### config.mk
export PLATFORM = sky130hd
export DESIGN_NAME = issue_alloc_ctrl
export DESIGN_NICKNAME = d
export VERILOG_FILES = /design/src/rtl/issue_alloc_ctrl.sv
export SDC_FILE = /design/constraint.sdc
export NUM_CORES = 1
export LEC_CHECK = 0
export ABC_AREA = 0
export BUFFER_PORTS_ARGS = -buffer_cell sky130_fd_sc_hd__clkbuf_2
export CAP_MARGIN = 30
export CORE_MARGIN = 10
export CORE_UTILIZATION = 42
export CTS_BUF_LIST = sky130_fd_sc_hd__clkbuf_16
export DETAILED_ROUTE_END_ITERATION = 12
export GPL_ROUTABILITY_DRIVEN = 1
export PLACE_DENSITY = 0.69
export SYNTH_ARGS = -nofsm -noshare
export SYNTH_HDL_FRONTEND = slang
export SYNTH_SLANG_ARGS = --single-unit
### constraint.sdc
create_clock -name clk1 -period 2.4 [get_ports clk1]
set_input_delay 0.24 -clock clk1 [delete_from_list [all_inputs] [get_ports clk1]]
set_output_delay 0.24 -clock clk1 [all_outputs]
set_load 0.005 [all_outputs]
### src/rtl/issue_alloc_ctrl.sv
// Issue-stage allocation scheduler: gates issue on ROB space and per-class RS
// availability, hands out ROB tail indices and tracks head/tail/occupancy.
module issue_alloc_ctrl #(
    parameter int ROB_DEPTH  = 8,
    parameter int ROB_AW     = 3,
    parameter int RS_PER_CLS = 3,
    parameter int CNT_W      = 2,
    parameter int FLUSH_CYC  = 2
) (
    input  logic                clk1,
    input  logic                rst_n,
    input  logic                iss_valid,
    input  logic [3:0]          iss_func,
    output logic                iss_ready,
    output logic [ROB_AW-1:0]   alloc_rob_idx,
    output logic [1:0]          alloc_class,
    input  logic [2:0]          rs_release,
    input  logic                commit_valid,
    input  logic                flush,
    output logic [ROB_AW-1:0]   rob_head,
    output logic [ROB_AW-1:0]   rob_tail,
    output logic [ROB_AW:0]     rob_count,
    output logic                rob_full,
    output logic                rob_empty,
    output logic [CNT_W-1:0]    add_count,
    output logic [CNT_W-1:0]    mul_count,
    output logic [CNT_W-1:0]    bch_count,
    output logic                stall,
    output logic [15:0]         stall_cycles,
    output logic                err_flag
);

    localparam logic ST_RUN   = 1'b0;
    localparam logic ST_FLUSH = 1'b1;
    localparam int   FC_W     = (FLUSH_CYC > 1) ? $clog2(FLUSH_CYC) : 1;

    logic             state;
    logic [FC_W-1:0]  flush_cnt;
    logic [CNT_W-1:0] rs_cnt [3];
    logic [1:0]       cls;
    logic [CNT_W-1:0] cls_count;
    logic             fire;
    logic             in_run;
    logic             commit_ok;
    logic             commit_err;
    logic [2:0]       rel_ok;
    logic [2:0]       rel_err;
    logic [2:0]       fire_cls;

    // Opcode space: 0-7 add, 8-11 mul, 12-15 branch.
    always_comb begin
        cls = 2'd0;
        if (iss_func[3]) begin
            cls = iss_func[2] ? 2'd2 : 2'd1;
        end
    end

    always_comb begin
        cls_count = rs_cnt[0];
        case (cls)
            2'd1:    cls_count = rs_cnt[1];
            2'd2:    cls_count = rs_cnt[2];
            default: cls_count = rs_cnt[0];
        endcase
    end

    assign rob_full      = (rob_count == (ROB_AW+1)'(ROB_DEPTH));
    assign rob_empty     = (rob_count == '0);
    assign iss_ready     = (state == ST_RUN) & ~flush & ~rob_full &
                           (cls_count < CNT_W'(RS_PER_CLS));
    assign fire          = iss_valid & iss_ready;
    assign stall         = iss_valid & ~iss_ready;
    assign alloc_rob_idx = rob_tail;
    assign alloc_class   = cls;
    assign add_count     = rs_cnt[0];
    assign mul_count     = rs_cnt[1];
    assign bch_count     = rs_cnt[2];

    // Commit and release only count (or flag errors) in RUN with no flush pending.
    assign in_run     = (state == ST_RUN) & ~flush;
    assign commit_ok  = in_run & commit_valid & ~rob_empty;
    assign commit_err = in_run & commit_valid & rob_empty;

    always_comb begin
        rel_ok   = '0;
        rel_err  = '0;
        fire_cls = '0;
        for (int i = 0; i < 3; i++) begin
            rel_ok[i]   = in_run & rs_release[i] & (rs_cnt[i] != '0);
            rel_err[i]  = in_run & rs_release[i] & (rs_cnt[i] == '0);
            fire_cls[i] = fire & (cls == 2'(i));
        end
    end

    always_ff @(posedge clk1 or negedge rst_n) begin
        if (!rst_n) begin
            state     <= ST_RUN;
            flush_cnt <= '0;
        end else if (flush) begin
            state     <= ST_FLUSH;
            flush_cnt <= '0;
        end else if (state == ST_FLUSH) begin
            if (flush_cnt == FC_W'(FLUSH_CYC - 1)) begin
                state     <= ST_RUN;
                flush_cnt <= '0;
            end else begin
                flush_cnt <= flush_cnt + FC_W'(1);
            end
        end
    end

    always_ff @(posedge clk1 or negedge rst_n) begin
        if (!rst_n) begin
            rob_head  <= '0;
            rob_tail  <= '0;
            rob_count <= '0;
            for (int i = 0; i < 3; i++) begin
                rs_cnt[i] <= '0;
            end
        end else if (flush) begin
            rob_head  <= '0;
            rob_tail  <= '0;
            rob_count <= '0;
            for (int i = 0; i < 3; i++) begin
                rs_cnt[i] <= '0;
            end
        end else begin
            if (fire) begin
                rob_tail <= rob_tail + ROB_AW'(1);
            end
            if (commit_ok) begin
                rob_head <= rob_head + ROB_AW'(1);
            end
            rob_count <= rob_count + (ROB_AW+1)'(fire) - (ROB_AW+1)'(commit_ok);
            for (int i = 0; i < 3; i++) begin
                rs_cnt[i] <= rs_cnt[i] + CNT_W'(fire_cls[i]) - CNT_W'(rel_ok[i]);
            end
        end
    end

    // Error flag and stall counter survive flush; only reset clears them.
    always_ff @(posedge clk1 or negedge rst_n) begin
        if (!rst_n) begin
            err_flag     <= 1'b0;
            stall_cycles <= '0;
        end else begin
            if (commit_err | (|rel_err)) begin
                err_flag <= 1'b1;
            end
            if (stall && (stall_cycles != 16'hFFFF)) begin
                stall_cycles <= stall_cycles + 16'd1;
            end
        end
    end

endmodule

==> summary.md, run 1 <==
| Metric | Value |
|---|---|
| Status | `complete, but fails checks` |
| Failing checks | `negative setup slack` |
| Mapped Area | `approximately 2000 sq um` |
| Setup slack after layout | `-0.0426 ns` |
| Share of post-route cells with drive strength above 1 | `39.1%` |
| Post-route design area | `2640 sq um` |
| Flops & latches, synth | `35` |
| Routability Congestion | `0.809` |
| Synth cell types | `between 40 and 50` |
| Clock buffer depth | `2` |
| DRC errors left | `0` |
| Primary FF master, synth | `dfrtp_1` |
| Fillers | `380` |
| Root Driver | `clkbuf_16` |
| Die span in y | `between 80 and 90 um` |
| DR WL met3 | `~260 um` |
| Highest routed layer | `met4` |
| FFs w/ async S/R, synth | `between 90% and 100%` |
| H-tree Lvls | `2` |
| Area of the core | `4470 sq um` |
| Initial drt markers | `54` |
| Avg Cell Area, Syn | `roughly 10 sq um` |
| # clock sinks | `35` |
| Max Clk Rate | `between 400 and 500 MHz` |
| Post-synth EDFFs | `0` |
| Hold Slack | `between 0.07 and 0.08 ns` |
| Initial Utilization | `about 44%` |
| VDD IR max | `about 0.43 mV` |
| Post-route ant nets | `0` |
| Hold Vio Cnt, Final | `0` |
| Relative slew slack | `40.5%` |
| DR vias/cell | `4.98` |
| Vias in the first global route | `1617` |
| Commonest non-fill, non-tap cells in the layout | `51 x clkbuf_2, 35 x dfrtp_1, 16 x xor2_1` |
| Final core utilization | `59.0%` |
| Fraction of the yosys area taken by sequential cells | `roughly 44%` |
| Commonest non-fill, non-tap cell in the layout | `clkbuf_2` |
| Worst Tran Pin Value | `just under 0.9 ns` |
| Max-cap violations | `0` |
| # IOs | `54` |
| Drt total wl | `between 4000 and 5000 um` |
| Clk slew on worst S/H paths | `~0.050 ns` |
| Num CTS Buffers | `5` |
| WP data arrival | `around 2.7 ns` |
| Min Tclk post-route | `around 2.4 ns` |
| CTS tree | `built` |
| Ant diodes | `0` |
| Hold Path Class | `input port to async pin` |
| Top delay family on crit path | `adder cells` |
| RSZ-0062 raised after global routing | `true` |
| Chip width | `between 80 and 90 um` |
| Synthesized Nets | `218` |
| Synth Instances | `between 150 and 200` |
| Clk_skew | `between 0.004 and 0.005 ns` |
| Final period util | `102%` |
| Placed Area | `between 2000 and 2500 sq um` |
| DP Wirelength | `about 3300 um` |
| DRT Pass-1 Iters | `4` |
| Power Dens Cells | `798 nW/um^2` |
| # rows | `24` |
| CP Buf/Inv Count | `4` |
| Per-cell routed wire length | `15.0 um` |
| Initial antenna violation count | `0` |
| Critical setup path kind | `flop to flop` |
| Die Area | `about 7900 sq um` |
| Final nets | `280` |
| Startpoint types | `flop` |
| Slowest stage delay, CP | `approximately 0.5 ns` |
| Vias post-DR | `between 1500 and 2000` |
| FF+latch area | `just under 900 sq um` |
| Clk_lat worst skew | `between 0.2 and 0.3 ns` |
| Yosys Warn Count | `0` |
| Crit end category | `flop` |
| Final setup fails | `1` |
| Met1 wire length | `between 1500 and 2000 um` |
| Largest net degree at the start of global routing | `36` |
| Critical Path RT | `about 2.6 ns` |
| Critical-path top delay cell | `fa_2` |
| Layout area overhead | `32.6%` |
| Final Slew Violations | `0` |
| Grt total ovfl | `0` |
| First-pass GRT wire length | `roughly 7600 um` |
| Met2 wire length | `2300 um` |
| Worst-path maximum fanout | `2` |
| Port bufs | `between 50 and 60` |
| Leakage Power | `1.36 nW` |
| Setup TNS | `-0.0426 ns` |
| CTS Hold Bufs | `0` |
| Footprint of the multi-input gates | `1130 sq um` |
| All-Layer GR Usage | `12.4%` |
| Worst-path cell chain | `inv_2 -> buf_4 -> buf_4 -> ha_1 -> nor3b_1 -> and3b_1 -> ha_4 -> inv_2 -> ha_4 -> fa_2 -> nor2b_1` |
state kept, by name, summed over array words and instances (netlist names):
register / count
stall_cycles: 16
rob_count: 4
alloc_rob_idx: 3
rob_head: 3
add_count: 2
bch_count: 2
mul_count: 2
err_flag: 1
flush_cnt: 1
state: 1
power breakdown:
group	switching (mW)	internal, mW
clock network	0.249	0.489
registers	0.117	0.683
logic	0.269	0.297
through the flow:
stage                     instances  total power, mW  setup slack [ns]
after detailed placement        293             1.34            0.0127
after global routing            305             2.24            -0.182
after floorplan                 190             1.10            -0.113
after CTS                       302             2.11           0.00129
after global placement          293             1.33            0.0414
final                           305             2.11           -0.0426
per-layer routing:
metal / track usage, % / vias to the layer above
met1: 13.8 / 720
li1: - / 764
met3: 3.95 / 6
met2: 21.4 / 30
met4: 4.99 / 0
met5: 0 / -
worst register-to-register path: stages, from the launching register on:
cell and delay (ns):
dfrtp_1 0.38, inv_2 0.09, buf_4 0.10, buf_4 0.10, ha_1 0.13, nor3b_1 0.22, and3b_1 0.26, ha_4 0.28
inv_2 0.04, ha_4 0.16, fa_2 0.50, nor2b_1 0.12
final timing paths:
kind	slack, ns	from	depth (start not counted)	endpoint
worst max-delay path	-0.04	rob_count[2]$_DFF_PN0_	11	rob_count[1]$_DFF_PN0_
worst min-delay path	0.08	rst_n	1	rob_count[3]$_DFF_PN0_
worst max register to register	-0.04	rob_count[2]$_DFF_PN0_	11	rob_count[1]$_DFF_PN0_
worst min register to register	0.46	err_flag$_DFFE_PN0P_	1	err_flag$_DFFE_PN0P_
max in group asynchronous	1.77	rst_n	1	stall_cycles[7]$_DFFE_PN0P_
min in group clk1	0.29	rs_release[2]	4	err_flag$_DFFE_PN0P_
final cells by class:
cell class              count  area share, %
flip-flops and latches     35           33.2
clock buffers               5           4.74
inverters                  13           1.85
well taps                  52           2.47
clock inverters             3           1.66
repair buffers             63           13.2
multi-input cells         134           42.9
Yosys cell counts (4+ instances only):
library cell   n  area [sq um]
and3b_1        4          35.0
dfrtp_1       35           876
ha_1          15           188
inv_1         13          48.8
nand2_1       11          41.3
nand3_1        8          40.0
nor2_1        15          56.3
nor2b_1        6          37.5
nor3_1         6          30.0
nor4_1         5          31.3
xnor2_1        8          70.1
xor2_1        18           158
kinds of logic (layout without fill, tap and decap cells):
family,Yosys count,in the layout,synth area share [%]
flops,35,35,44.0
mux,5,5,2.83
buf+inv,21,84,5.03
simple gates,79,79,23.3
compound gates,8,8,3.02
xor+xnor,26,26,11.4
fa+ha+maj,16,16,10.4
timing repair:
item / in CTS / in global routing
buffers inserted: 1 / 3
pin swaps: 1 / 8
setup endpoints to repair: 1 / 5
gates resized for setup: 1 / 15
Power figures use the tool's default switching activity.
==> inputs of run 2 (changes only) <==
- MAX_ROUTING_LAYER: not set -> met4
==> run 2 against run 1 <==
Compared with the run above:
- the run still ends with negative setup slack left
- total power barely moved
- routed wire length barely moved
- core utilization did not move
- critical path type unchanged
==> summary.md, run 2 (synthesis gave the netlist of run 1 again) <==
| Metric | Value |
|---|---|
| Status | `complete, but fails checks (unchanged)` |
| Failing checks | `negative setup slack (unchanged)` |
| Fillers | `380 (unchanged)` |
| Crit end category | `flop (unchanged)` |
| Min Tclk post-route | `2.44 ns (about the same)` |
| Final Slew Violations | `0 (unchanged)` |
| Final setup fails | `1 (unchanged)` |
| Initial drt markers | `54 (unchanged)` |
| Power Dens Cells | `798 nW/um^2 (about the same)` |
| Chip width | `88.8 um (unchanged)` |
| DRC errors left | `0 (unchanged)` |
| H-tree Lvls | `2 (unchanged)` |
| DRT Pass-1 Iters | `4 (unchanged)` |
| Worst Tran Pin Value | `0.893 ns (about the same)` |
| Reg power frac | `38.0% (about the same)` |
| Leakage Power | `1.36 nW (unchanged)` |
| Root Driver | `clkbuf_16 (unchanged)` |
| Final period util | `102% (about the same)` |
| Per-cell routed wire length | `15.0 um (about the same)` |
| Max-cap violations | `0 (unchanged)` |
| Comb power frac | `26.9% (about the same)` |
| Critical setup path kind | `flop to flop (unchanged)` |
| Vias post-DR | `1524 (was 1520)` |
| Internal Pwr Total | `1.47 mW (unchanged)` |
| Drt total wl | `4570 um (about the same)` |
| Post-route ant nets | `0 (unchanged)` |
| Hold Path Class | `input port to async pin (unchanged)` |
| First-pass GRT wire length | `7620 um (unchanged)` |
| Clk slew on worst S/H paths | `0.05 ns (about the same)` |
| Die span in y | `88.8 um (unchanged)` |
| Layout area overhead | `32.6% (unchanged)` |
| DP Wirelength | `3340 um (unchanged)` |
| Die Area | `7890 sq um (unchanged)` |
| Port bufs | `51 (unchanged)` |
| Relative slew slack | `40.5% (about the same)` |
| Clk_skew | `0.00487 ns (about the same)` |
| Clock buffer depth | `2 (unchanged)` |
| Num CTS Buffers | `5 (unchanged)` |
| All-Layer GR Usage | `12.8% (was 12.4%)` |
| # clock sinks | `35 (unchanged)` |
| Initial Utilization | `44.5% (unchanged)` |
| Hold Vio Cnt, Final | `0 (unchanged)` |
| Largest regs | `stall_cycles: 16 flops, rob_count: 4 flops (unchanged)` |
| Placed Area | `2340 sq um (unchanged)` |
| Clock Power Share | `35.1% (about the same)` |
| # rows | `24 (unchanged)` |
| VDD IR max | `0.429 mV (about the same)` |
| Most flop-heavy register | `stall_cycles (unchanged)` |
| Place WS | `0.0127 ns (unchanged)` |
| Initial antenna violation count | `0 (unchanged)` |
| Commonest non-fill, non-tap cell in the layout | `clkbuf_2 (unchanged)` |
| Vias in the first global route | `1617 (unchanged)` |
| CTS tree | `built (unchanged)` |
| Critical Path RT | `2.61 ns (about the same)` |
| Startpoint types | `flop (unchanged)` |
| Switching pwr | `0.636 mW (was 0.635 mW)` |
| WP data arrival | `2.65 ns (about the same)` |
| Clk_lat worst skew | `0.28 ns (about the same)` |
| Grt total ovfl | `0 (unchanged)` |
| Max FFs per register | `16 (unchanged)` |
| Largest net degree at the start of global routing | `36 (unchanged)` |
| Area of the core | `4470 sq um (unchanged)` |
| Share of post-route cells with drive strength above 1 | `39.1% (unchanged)` |
| DR vias/cell | `5.00 (was 4.98)` |
| Routability Congestion | `0.820 (was 0.809)` |
| Worst-path maximum fanout | `2 (unchanged)` |
| Switching Fraction | `30.2% (about the same)` |
| Ant diodes | `0 (unchanged)` |
| Final nets | `280 (unchanged)` |
| Commonest non-fill, non-tap cells in the layout | `51 x clkbuf_2, 35 x dfrtp_1, 16 x xor2_1 (unchanged)` |
| RSZ-0062 raised after global routing | `true (unchanged)` |
| # IOs | `54 (unchanged)` |
| Post-route design area | `2640 sq um (unchanged)` |
| Max Clk Rate | `409 MHz (about the same)` |
| Setup slack after layout | `-0.0429 ns (was -0.0426 ns)` |
[run 2: cell counts in the layout (fill, tap and decap cells not counted)]
Identical to the previous run, type by type.
[run 2: power groups by stage]
stage	Clock (mW)	Combinational, mW	Sequential (mW)
after global placement	0	0.524	0.803
final	0.739	0.567	0.800
after detailed placement	0	0.535	0.806
after global routing	0.779	0.641	0.819
after CTS	0.763	0.557	0.794
after floorplan	0	0.297	0.798
[run 2: layout make-up]
cell class                      instances  area (sq um)  share of cell area [%]
Sequential cell                        35           876                    33.2
Clock buffer                            5           125                    4.74
Tap cell                               52          65.1                    2.47
Inverter                               13          48.8                    1.85
Timing Repair Buffer                   63           349                    13.2
Multi-Input combinational cell        134          1130                    42.9
Clock inverter                          3          43.8                    1.66
[run 2: final timing paths]
check / startpoint / end / slack [ns] / cells past startpoint
setup reg to reg: rob_count[2]$_DFF_PN0_ / rob_count[1]$_DFF_PN0_ / -0.04 / 11
min in group clk1: rs_release[2] / err_flag$_DFFE_PN0P_ / 0.29 / 4
hold reg to reg: err_flag$_DFFE_PN0P_ / err_flag$_DFFE_PN0P_ / 0.46 / 1
max in group asynchronous: rst_n / stall_cycles[7]$_DFFE_PN0P_ / 1.77 / 1
hold / removal: rst_n / rob_count[3]$_DFF_PN0_ / 0.08 / 1
setup / recovery: rob_count[2]$_DFF_PN0_ / rob_count[1]$_DFF_PN0_ / -0.04 / 11
[run 2: metrics by stage]
step	hold slack [ns]	cells	total power, mW	TNS [ns]	utilization (%)
after CTS	0.116	302	2.11	0	56.5
after detailed placement	0.420	293	1.34	0	52.4
after global placement	0.398	293	1.33	0	52.4
after floorplan	-0.0556	190	1.10	-0.202	-
after global routing	0.169	305	2.24	-0.508	59.0
final	0.0789	305	2.11	-0.0429	59.0
[run 2: layer usage]
layer  track usage [%]  share of wire, %  vias up
met1              13.9                42      722
met4              4.99               1.4        0
met3              3.77               5.6        6
li1                  -                 -      764
met2              21.4                51       32
met5                 -                 0        -
[run 2: repair_timing]
| item | 4_1_cts | 5_1_grt |
|---|---|---|
| gates cloned | 0 | 0 |
| buffers inserted | 1 | 3 |
| hold buffers | 0 | 0 |
| pin swaps | 1 | 8 |
| gates resized for setup | 1 | 15 |
| setup endpoints to repair | 1 | 5 |
[run 2: worst max-delay path, stage by stage, from the launching register on]
cell     delay, ns
dfrtp_1       0.38
inv_2         0.09
buf_4         0.10
buf_4         0.10
ha_1          0.13
nor3b_1       0.22
and3b_1       0.26
ha_4          0.28
inv_2         0.04
ha_4          0.16
fa_2          0.50
nor2b_1       0.12
